==> src/rtl/ser_addsub_pkg.sv <==
// rtl/ser_addsub_pkg.sv - shared state encoding and mode constants for ser_addsub
package ser_addsub_pkg;

  typedef enum logic [1:0] {
    IDLE = 2'd0,
    RUN  = 2'd1,
    DONE = 2'd2
  } state_t;

  localparam logic MODE_ADD = 1'b0;
  localparam logic MODE_SUB = 1'b1;

endpackage

==> src/rtl/ser_addsub_if.sv <==
// rtl/ser_addsub_if.sv - request/result bundle between a requester and ser_addsub
interface ser_addsub_if #(
  parameter int WIDTH = 8
);

  logic             start;
  logic             mode;
  logic [WIDTH-1:0] A;
  logic [WIDTH-1:0] B;
  logic             busy;
  logic             done;
  logic [WIDTH-1:0] Sum;
  logic             Cout;
  logic             Ovf;

  modport master (
    output start, mode, A, B,
    input  busy, done, Sum, Cout, Ovf
  );

  modport slave (
    input  start, mode, A, B,
    output busy, done, Sum, Cout, Ovf
  );

endinterface

==> src/rtl/ser_addsub_fa_bit.sv <==
// rtl/ser_addsub_fa_bit.sv - combinational 1-bit full adder
module fa_bit (
  input  logic a,
  input  logic b,
  input  logic cin,
  output logic s,
  output logic cout
);

  assign s    = a ^ b ^ cin;
  assign cout = (a & b) | (cin & (a ^ b));

endmodule

==> src/rtl/ser_addsub.sv <==
// rtl/ser_addsub.sv - bit-serial add/subtract, one bit pair per clock, LSB first
module ser_addsub
  import ser_addsub_pkg::*;
#(
  parameter int WIDTH = 8,
  parameter int CNT_W = $clog2(WIDTH) + 1
) (
  input  logic         clk,
  input  logic         reset,
  ser_addsub_if.slave  bus
);

  state_t             state_q, state_d;
  logic [WIDTH-1:0]   a_q, a_d;
  logic [WIDTH-1:0]   b_q, b_d;
  logic [WIDTH-1:0]   sum_q, sum_d;
  logic               mode_q, mode_d;
  logic               carry_q, carry_d;
  logic               cout_q, cout_d;
  logic               ovf_q, ovf_d;
  logic [CNT_W-1:0]   cnt_q, cnt_d;

  logic               b_bit;
  logic               fa_s;
  logic               fa_co;

  // Subtraction inverts B on the fly; the +1 comes from the preloaded carry.
  assign b_bit = (mode_q == MODE_SUB) ? ~b_q[0] : b_q[0];

  fa_bit u_fa (
    .a    (a_q[0]),
    .b    (b_bit),
    .cin  (carry_q),
    .s    (fa_s),
    .cout (fa_co)
  );

  always_ff @(posedge clk or negedge reset) begin
    if (!reset) begin
      state_q <= IDLE;
      a_q     <= '0;
      b_q     <= '0;
      sum_q   <= '0;
      mode_q  <= 1'b0;
      carry_q <= 1'b0;
      cout_q  <= 1'b0;
      ovf_q   <= 1'b0;
      cnt_q   <= '0;
    end else begin
      state_q <= state_d;
      a_q     <= a_d;
      b_q     <= b_d;
      sum_q   <= sum_d;
      mode_q  <= mode_d;
      carry_q <= carry_d;
      cout_q  <= cout_d;
      ovf_q   <= ovf_d;
      cnt_q   <= cnt_d;
    end
  end

  always_comb begin
    state_d = state_q;
    a_d     = a_q;
    b_d     = b_q;
    sum_d   = sum_q;
    mode_d  = mode_q;
    carry_d = carry_q;
    cout_d  = cout_q;
    ovf_d   = ovf_q;
    cnt_d   = cnt_q;

    unique case (state_q)
      IDLE: begin
        if (bus.start) begin
          a_d     = bus.A;
          b_d     = bus.B;
          mode_d  = bus.mode;
          carry_d = (bus.mode == MODE_SUB);
          cnt_d   = '0;
          state_d = RUN;
        end
      end
      RUN: begin
        sum_d   = {fa_s, sum_q[WIDTH-1:1]};
        a_d     = {1'b0, a_q[WIDTH-1:1]};
        b_d     = {1'b0, b_q[WIDTH-1:1]};
        carry_d = fa_co;
        cnt_d   = cnt_q + 1'b1;
        // Last bit pair is the MSB: carry_q is the carry into it.
        if (cnt_q == CNT_W'(WIDTH - 1)) begin
          cout_d  = fa_co;
          ovf_d   = carry_q ^ fa_co;
          state_d = DONE;
        end
      end
      DONE: begin
        state_d = IDLE;
      end
      default: begin
        state_d = IDLE;
      end
    endcase
  end

  assign bus.busy = (state_q == RUN);
  assign bus.done = (state_q == DONE);
  assign bus.Sum  = sum_q;
  assign bus.Cout = cout_q;
  assign bus.Ovf  = ovf_q;

endmodule

==> src/flat_wrapper.sv <==
// flat-port wrapper written by rule: the top's interface ports become plain ports
module ser_addsub_flat import ser_addsub_pkg::*;
#(
  parameter int WIDTH = 8,
  parameter int CNT_W = $clog2(WIDTH) + 1
)
  (clk, reset, bus_start, bus_mode, bus_A, bus_B, bus_busy, bus_done, bus_Sum, bus_Cout, bus_Ovf);
  ser_addsub_if #(.WIDTH(WIDTH)) bus_i ();
  input  logic clk;
  input  logic reset;
  input wire logic [$bits(bus_i.start)-1:0] bus_start;
  input wire logic [$bits(bus_i.mode)-1:0] bus_mode;
  input wire logic [$bits(bus_i.A)-1:0] bus_A;
  input wire logic [$bits(bus_i.B)-1:0] bus_B;
  output wire logic [$bits(bus_i.busy)-1:0] bus_busy;
  output wire logic [$bits(bus_i.done)-1:0] bus_done;
  output wire logic [$bits(bus_i.Sum)-1:0] bus_Sum;
  output wire logic [$bits(bus_i.Cout)-1:0] bus_Cout;
  output wire logic [$bits(bus_i.Ovf)-1:0] bus_Ovf;
  assign bus_i.start = bus_start;
  assign bus_i.mode = bus_mode;
  assign bus_i.A = bus_A;
  assign bus_i.B = bus_B;
  assign bus_busy = bus_i.busy;
  assign bus_done = bus_i.done;
  assign bus_Sum = bus_i.Sum;
  assign bus_Cout = bus_i.Cout;
  assign bus_Ovf = bus_i.Ovf;
  ser_addsub #(.WIDTH(WIDTH), .CNT_W(CNT_W)) u_core (.clk(clk), .reset(reset), .bus(bus_i));
endmodule
==> config.mk <==
export PLATFORM = sky130hd
export DESIGN_NAME = ser_addsub_flat
export DESIGN_NICKNAME = d
export VERILOG_FILES = /design/src/rtl/ser_addsub_pkg.sv /design/src/rtl/ser_addsub_if.sv /design/src/rtl/ser_addsub_fa_bit.sv /design/src/rtl/ser_addsub.sv /design/src/flat_wrapper.sv
export SDC_FILE = /design/constraint.sdc
export NUM_CORES = 1
export LEC_CHECK = 0
export CORE_AREA = 2 2 58 60
export CTS_CLUSTER_SIZE = 16
export DETAILED_ROUTE_END_ITERATION = 8
export DIE_AREA = 0 0 60 62
export GPL_TIMING_DRIVEN = 0
export PLACE_DENSITY = 0.79
export SYNTH_ARGS = -nofsm -noshare
export SYNTH_HDL_FRONTEND = slang
export SYNTH_HIERARCHICAL = 1
export SYNTH_SLANG_ARGS = --single-unit
==> constraint.sdc <==
create_clock -name clk -period 3.6 [get_ports clk]
set_input_delay 0.72 -clock clk [delete_from_list [all_inputs] [get_ports clk]]
set_output_delay 0.72 -clock clk [all_outputs]
set_load 0.05 [all_outputs]
==> results of run 1 <==
cells in the mapped netlist (2+ instances only):
cell type  count  area (um^2)
xor2_1         2         17.5
nand2_1       29          109
nand3_1        2         10.0
and2b_1        8         60.1
a22o_1         2         17.5
o21ai_1       10         50.1
a21oi_1       18         90.1
buf_2          4         20.0
clkbuf_1       2         7.51
buf_6          3         33.8
nor2b_1       10         62.6
dfrtp_1       34          851
nor2_1         2         7.51
o21ai_0        8         40.0
mux2_1         2         22.5
a22oi_1       15          113
area by class of cell:
cell class | count | area [um^2] | share of cell area (%)
Buffer | 10 | 66.3 | 3.20
Inverter | 1 | 3.75 | 0.181
Clock inverter | 1 | 5.00 | 0.242
Timing Repair Buffer | 31 | 305 | 14.7
Multi-Input combinational cell | 118 | 728 | 35.1
Clock buffer | 7 | 55.1 | 2.66
Sequential cell | 34 | 851 | 41.1
Tap cell | 46 | 57.6 | 2.78
critical path, cell delays in order, from the launching register on:
cell and delay (ps):
dfrtp_1 460, buf_2 260, buf_2 250, nor2b_1 180
clkdlybuf4s50_1 820
final timing paths:
kind | end | slack, ps
setup / recovery | bus_done | 590
setup reg to reg | u_core/bus.Ovf | 1950
hold / removal | u_core/bus.Sum[0] | 440
min in group clk | u_core/bus.Sum[0] | 480
hold reg to reg | u_core/bus.Sum[0] | 480
max in group asynchronous | u_core/a_q[5] | 2690
flip-flops by register name (all words and copies together), names as in the netlist:
signal	cells
u_core/bus.Sum	8
u_core/bus.Ovf	1
u_core/cnt_q	4
u_core/state_q	2
u_core/mode_q	1
u_core/a_q	8
u_core/bus.Cout	1
u_core/b_q	8
u_core/carry_q	1
cell families (layout without fill, tap and decap cells):
group                      Yosys count  after routing
buffers and inverters               11             50
xor gates and xnor gates             2              2
AOI/OAI and AO/OA                   55             55
adders and majority gates            2              2
muxes                                4              4
DFF                                 34             34
and+or+nand+nor                     55             55
stage by stage:
stage	utilization [%]	instance area [um^2]	setup slack, ps	power (uW)	hold WS [ps]
6_report	65.2	2070	593	1820	441
5_1_grt	65.2	2070	474	1960	483
4_1_cts	65.2	2070	568	1830	458
3_5_place_dp	63.3	2010	976	1610	467
3_3_place_gp	63.4	2020	975	1570	459
2_1_floorplan	-	1650	1360	1330	424
layout by cell type, fill, tap and decap left out, types with 8 or more instances in the layout:
| master | Yosys | final |
|---|---|---|
| a22oi_1 | 15 | 15 |
| nand2_1 | 29 | 29 |
| dfrtp_1 | 34 | 34 |
| clkdlybuf4s50_1 | 0 | 30 |
| o21ai_1 | 10 | 10 |
| a21oi_1 | 18 | 18 |
| nor2b_1 | 10 | 10 |
| and2b_1 | 8 | 8 |
| o21ai_0 | 8 | 8 |
per-layer routing:
layer  up-vias  GRT usage (%)
met5         -              0
met1       651           23.8
met4         0           6.67
li1        644              -
met3         4           6.21
met2        47           37.4
power groups by stage:
stage / Clock (uW) / Sequential, uW / Combinational [uW]
5_1_grt: 238 / 701 / 1020
4_1_cts: 224 / 678 / 931
6_report: 216 / 677 / 926
2_1_floorplan: 0 / 828 / 501
3_5_place_dp: 0 / 687 / 927
3_3_place_gp: 0 / 672 / 896
==> impl_metrics.py, run 1 <==
metrics = {
    "place": {
        "place_hpwl_um": 2420,
        "place_inst": 240,
        "io_buffers": 31,
        "finalWeightedCongestion": 0.753,
    },
    "cts": {
        "cts_buffers": 5,
        "cts_root_buf": "clkbuf_4",
        "clkSlewWorstSetupHoldPaths_ps": 100,
        "htree_num_levels": 2,
        "numClockSinks": 34,
        "cts_hold_buf": 0,
        "cts_setup_buffers": 0,
        "clock_tree.buffer_depth": 2,
        "cts_tree": "done",
        "cts_resized": 0,
        "clock_latency_ps": 330,
    },
    "power_and_ir_drop": {
        "p_seq_share_pct": 37.2,
        "leakagePower_uw": 0.000937,
        "p_per_area_nw_per_um2": 878,
        "switching_share_pct": 44.8,
        "worst_ir_drop_vdd_mv": 0.406,
        "combinationalPowerShare_pct": 50.9,
        "power.switching_uw": 814,
        "p_int_uw": 1010,
        "power_frac_clock_pct": 11.9,
    },
    "route": {
        "drc_errors": 0,
        "vias": 1346,
        "avgViaCountPerCell": 5.43,
        "wl_met2_um": 1720,
        "drt-initial-drc-count": 68,
        "wl_met3_um": 183,
        "highest_layer": "met4",
        "post_drt_wl_per_cell_um": 13.6,
        "dr.pass1.iters": 4,
        "met1_length_um": 1430,
        "totalWireLength_um": 3370,
        "ant_nets": 0,
    },
    "die": {
        "num_rows": 21,
        "core_area_um2": 3180,
        "io_pins": 32,
        "die_w_um": 60,
        "die-area_um2": 3720,
        "die_y_um": 62,
        "start_util_pct": 51.9,
    },
    "finish": {
        "areaGrowthSynthToFinish_pct": 25.6,
        "fillers": 259,
        "drive_above_1_share_pct": 11.4,
        "antenna_cells": 0,
        "fin_nets": 223,
        "stdcell_count": 248,
    },
    "setup_path": {
        "ff2ff_path_depth": 4,
        "required_ps": 2880,
        "startpoint": "u_core/state_q[1]",
        "crit_arrival_ps": 2290,
        "r2r-start": "u_core/b_q[0]",
        "crit_type": "reg -> out",
        "worstPathMaxFanout": 10,
        "crit_path_start_kind": "flop",
        "critPathCaptureType": "primary output",
    },
    "global_routing": {
        "grt_max_degree": 35,
        "overflow": 0,
        "first_global_vias": 1260,
        "grt_antenna_before_repair": 0,
        "grt_pass1_wl_um": 5560,
        "track_usage_pct": 20.8,
    },
    "sta": {
        "setup_tns_ps": 0,
        "drv_slew": 0,
        "grt_setup_unrepaired": "false",
        "relSlewSlack_pct": 51.1,
        "worstMarginPinSlew_ps": 734,
        "setup_viol": 0,
        "period_share_pct": 83.5,
        "post-route-min-period_ps": 3010,
        "hold_viol": 0,
        "fmax_ghz": 0.333,
        "fin_skew_ps": 6.52,
    },
    "logic_synthesis": {
        "synth-xor-area-share_pct": 1.06,
        "synth_fa_ha_area_share_pct": 1.97,
        "synth.avg_cell_area_um2": 10.1,
        "synthCells": 163,
        "synth.area.mux_share_pct": 2.96,
        "yosysWarnings": 6,
        "synthArstFlopShare_pct": 100,
        "synth_nets": 185,
        "ys_seq_area_share_pct": 51.6,
        "synth_compound_area_share_pct": 19.8,
        "synth_edf_count": 0,
        "synthFlopType": "dfrtp_1",
        "synth_cell_type_count": 28,
        "synth-simple-area-share_pct": 18.4,
        "ys_ff_latch": 34,
        "synth_top_family_by_area": "compound AO/OA/AOI/OAI gates",
        "syn_area_um2": 1650,
    },
    "hold_path": {
        "worstHoldPathType": "in -> async",
    },
    "job": {
        "drv_cap": 0,
    },
    "run_status": {
        "status": "finished, final reports clean",
    },
}
Note: power is estimated with default switching activity, not from simulation.
==> run 2, diff against run 1 <==
--- a/config.mk
+++ b/config.mk
@@ -5,12 +5,12 @@
 export SDC_FILE = /design/constraint.sdc
 export NUM_CORES = 1
 export LEC_CHECK = 0
-export CORE_AREA = 2 2 58 60
+export CORE_AREA = 2 2 60 62
 export CTS_CLUSTER_SIZE = 16
 export DETAILED_ROUTE_END_ITERATION = 8
-export DIE_AREA = 0 0 60 62
+export DIE_AREA = 0 0 62 64
 export GPL_TIMING_DRIVEN = 0
-export PLACE_DENSITY = 0.79
+export PLACE_DENSITY = 0.74
 export SYNTH_ARGS = -nofsm -noshare
 export SYNTH_HDL_FRONTEND = slang
 export SYNTH_HIERARCHICAL = 1
==> constraint.sdc (replaced) <==
create_clock -name clk -period 3 [get_ports clk]
set_input_delay 0.6 -clock clk [delete_from_list [all_inputs] [get_ports clk]]
set_output_delay 0.6 -clock clk [all_outputs]
set_load 0.05 [all_outputs]
==> run 2 against run 1 <==
Clock skew about the same; worst setup slack got worse by 440 ps; final area stayed put; via count is 2.4% lower; register-to-register slack got worse by 600 ps; combinational power up 20%; power increased by 20%; routed wire length up 0.36%; critical endpoint unchanged.
==> impl_metrics.py, run 2 (synthesized netlist as in run 1, its figures left out) <==
metrics = {
    "die": {
        "io_pins": 32,
        "core_area_um2": 3280,
        "num_rows": 21,
        "die-area_um2": 3970,
        "die_y_um": 64,
        "start_util_pct": 50.2,
        "die_w_um": 62,
    },
    "sta": {
        "relSlewSlack_pct": 50.4,
        "fin_skew_ps": 6.78,
        "fmax_ghz": 0.352,
        "drv_slew": 0,
        "post-route-min-period_ps": 2840,
        "setup_tns_ps": 0,
        "hold_viol": 0,
        "worstMarginPinSlew_ps": 744,
        "period_share_pct": 94.8,
        "setup_viol": 0,
        "grt_setup_unrepaired": "false",
        "whs_ps": 318,
    },
    "cts": {
        "cts_setup_buffers": 0,
        "htree_num_levels": 2,
        "cts_resized": 0,
        "clkSlewWorstSetupHoldPaths_ps": 100,
        "cts_root_buf": "clkbuf_4",
        "cts_hold_buf": 0,
        "numClockSinks": 34,
        "cts_buffers": 5,
        "clock_tree.buffer_depth": 2,
        "cts_tree": "done",
        "clock_latency_ps": 330,
    },
    "route": {
        "totalWireLength_um": 3380,
        "ant_nets": 0,
        "drt-initial-drc-count": 45,
        "drc_errors": 0,
        "avgViaCountPerCell": 5.30,
        "dr.pass1.iters": 4,
        "vias": 1314,
        "post_drt_wl_per_cell_um": 13.6,
    },
    "run_status": {
        "status": "finished, final reports clean",
    },
    "finish": {
        "fin_nets": 223,
        "layout_common_cells": "dfrtp_1, clkdlybuf4s50_1, nand2_1",
        "fillers": 288,
        "drive_above_1_share_pct": 11.4,
        "antenna_cells": 0,
        "areaGrowthSynthToFinish_pct": 25.6,
        "final_common_cell": "dfrtp_1",
        "fin_area_um2": 2070,
    },
    "power_and_ir_drop": {
        "leakagePower_uw": 0.000937,
        "p_per_area_nw_per_um2": 1050,
        "worst_ir_drop_vdd_mv": 0.452,
        "finalPower_uw": 2180,
    },
    "global_routing": {
        "grt_max_degree": 35,
        "track_usage_pct": 19.8,
        "first_global_vias": 1280,
        "grt_pass1_wl_um": 5830,
        "grt_antenna_before_repair": 0,
        "overflow": 0,
    },
    "place": {
        "dpl-instance-area_um2": 2010,
        "finalWeightedCongestion": 0.744,
        "place_hpwl_um": 2430,
        "io_buffers": 31,
    },
    "setup_path": {
        "crit_type": "reg -> out",
        "worstPathMaxFanout": 10,
        "crit_path_start_kind": "flop",
        "ff2ff_path_depth": 4,
        "critPathCaptureType": "primary output",
        "crit_arrival_ps": 2240,
        "required_ps": 2400,
    },
    "job": {
        "drv_cap": 0,
    },
    "hold_path": {
        "worstHoldPathType": "in -> async",
    },
}
## run 2: cell counts in the layout (fill, tap and decap cells not counted)
No cell type changed its count.
## run 2: final cells by class
cell class                      count  area, um^2  share of cell area (%)
Buffer                             10        66.3                    3.20
Sequential cell                    34         851                    41.1
Clock buffer                        7        55.1                    2.66
Timing Repair Buffer               31         305                    14.7
Inverter                            1        3.75                   0.181
Clock inverter                      1        5.00                   0.242
Multi-Input combinational cell    118         728                    35.1
Tap cell                           46        57.6                    2.78
## run 2: report_power, final
part           internal [uW]  switching (uW)
Sequential               650             157
Combinational            443             667
Clock                    114             148
## run 2: final timing paths
| check | startpoint | slack (ps) | end |
|---|---|---|---|
| min in group clk | u_core/bus.Ovf | 490 | u_core/bus.Ovf |
| max in group asynchronous | reset | 2210 | u_core/b_q[6] |
| hold reg to reg | u_core/bus.Ovf | 490 | u_core/bus.Ovf |
| hold / removal | reset | 320 | u_core/bus.Sum[0] |
| setup / recovery | u_core/state_q[1] | 160 | bus_done |
| setup reg to reg | u_core/b_q[0] | 1350 | u_core/bus.Ovf |
## run 2: critical path, cell delays in order, from the launching register on
cell,delay [ps]
dfrtp_1,440
buf_2,240
buf_2,240
nor2b_1,170
clkdlybuf4s50_1,810
## run 2: per-stage QoR
step	setup slack, ps	std cells	utilization, %
after global placement	476	240	61.4
after detailed placement	517	240	61.3
after floorplan	883	163	-
final	157	248	63.1
after CTS	132	248	63.1
after global routing	20.4	248	63.1
## run 2: routing by layer
metal	vias to the layer above	part of all wire, %	global-route usage [%]
met4	0	1.3	8.51
met3	5	4.1	3.64
met2	30	51	31.4
met5	-	0	0
li1	645	-	-
met1	634	43	25.7
==> run 3, diff against run 2 <==
--- a/config.mk
+++ b/config.mk
@@ -5,12 +5,12 @@
 export SDC_FILE = /design/constraint.sdc
 export NUM_CORES = 1
 export LEC_CHECK = 0
-export CORE_AREA = 2 2 60 62
+export CORE_AREA = 2 2 58 60
 export CTS_CLUSTER_SIZE = 16
 export DETAILED_ROUTE_END_ITERATION = 8
-export DIE_AREA = 0 0 62 64
+export DIE_AREA = 0 0 60 62
 export GPL_TIMING_DRIVEN = 0
-export PLACE_DENSITY = 0.74
+export PLACE_DENSITY = 0.79
 export SYNTH_ARGS = -nofsm -noshare
 export SYNTH_HDL_FRONTEND = slang
 export SYNTH_HIERARCHICAL = 1
==> constraint.sdc (replaced) <==
create_clock -name clk -period 3.31 [get_ports clk]
set_input_delay 0.662 -clock clk [delete_from_list [all_inputs] [get_ports clk]]
set_output_delay 0.662 -clock clk [all_outputs]
set_load 0.05 [all_outputs]
==> results of run 3 <==
Same layout as run 1 (identical final DEF). Status: finished, final reports clean.
Among the figures that moved: setup slack after placement 976 ps -> 744 ps; setup slack after layout 593 ps -> 361 ps; hold slack 441 ps -> 383 ps; register-to-register setup slack 1950 ps -> 1660 ps; total power 1820 uW -> 1980 uW; worst IR drop on VDD 0.406 mV -> 0.442 mV
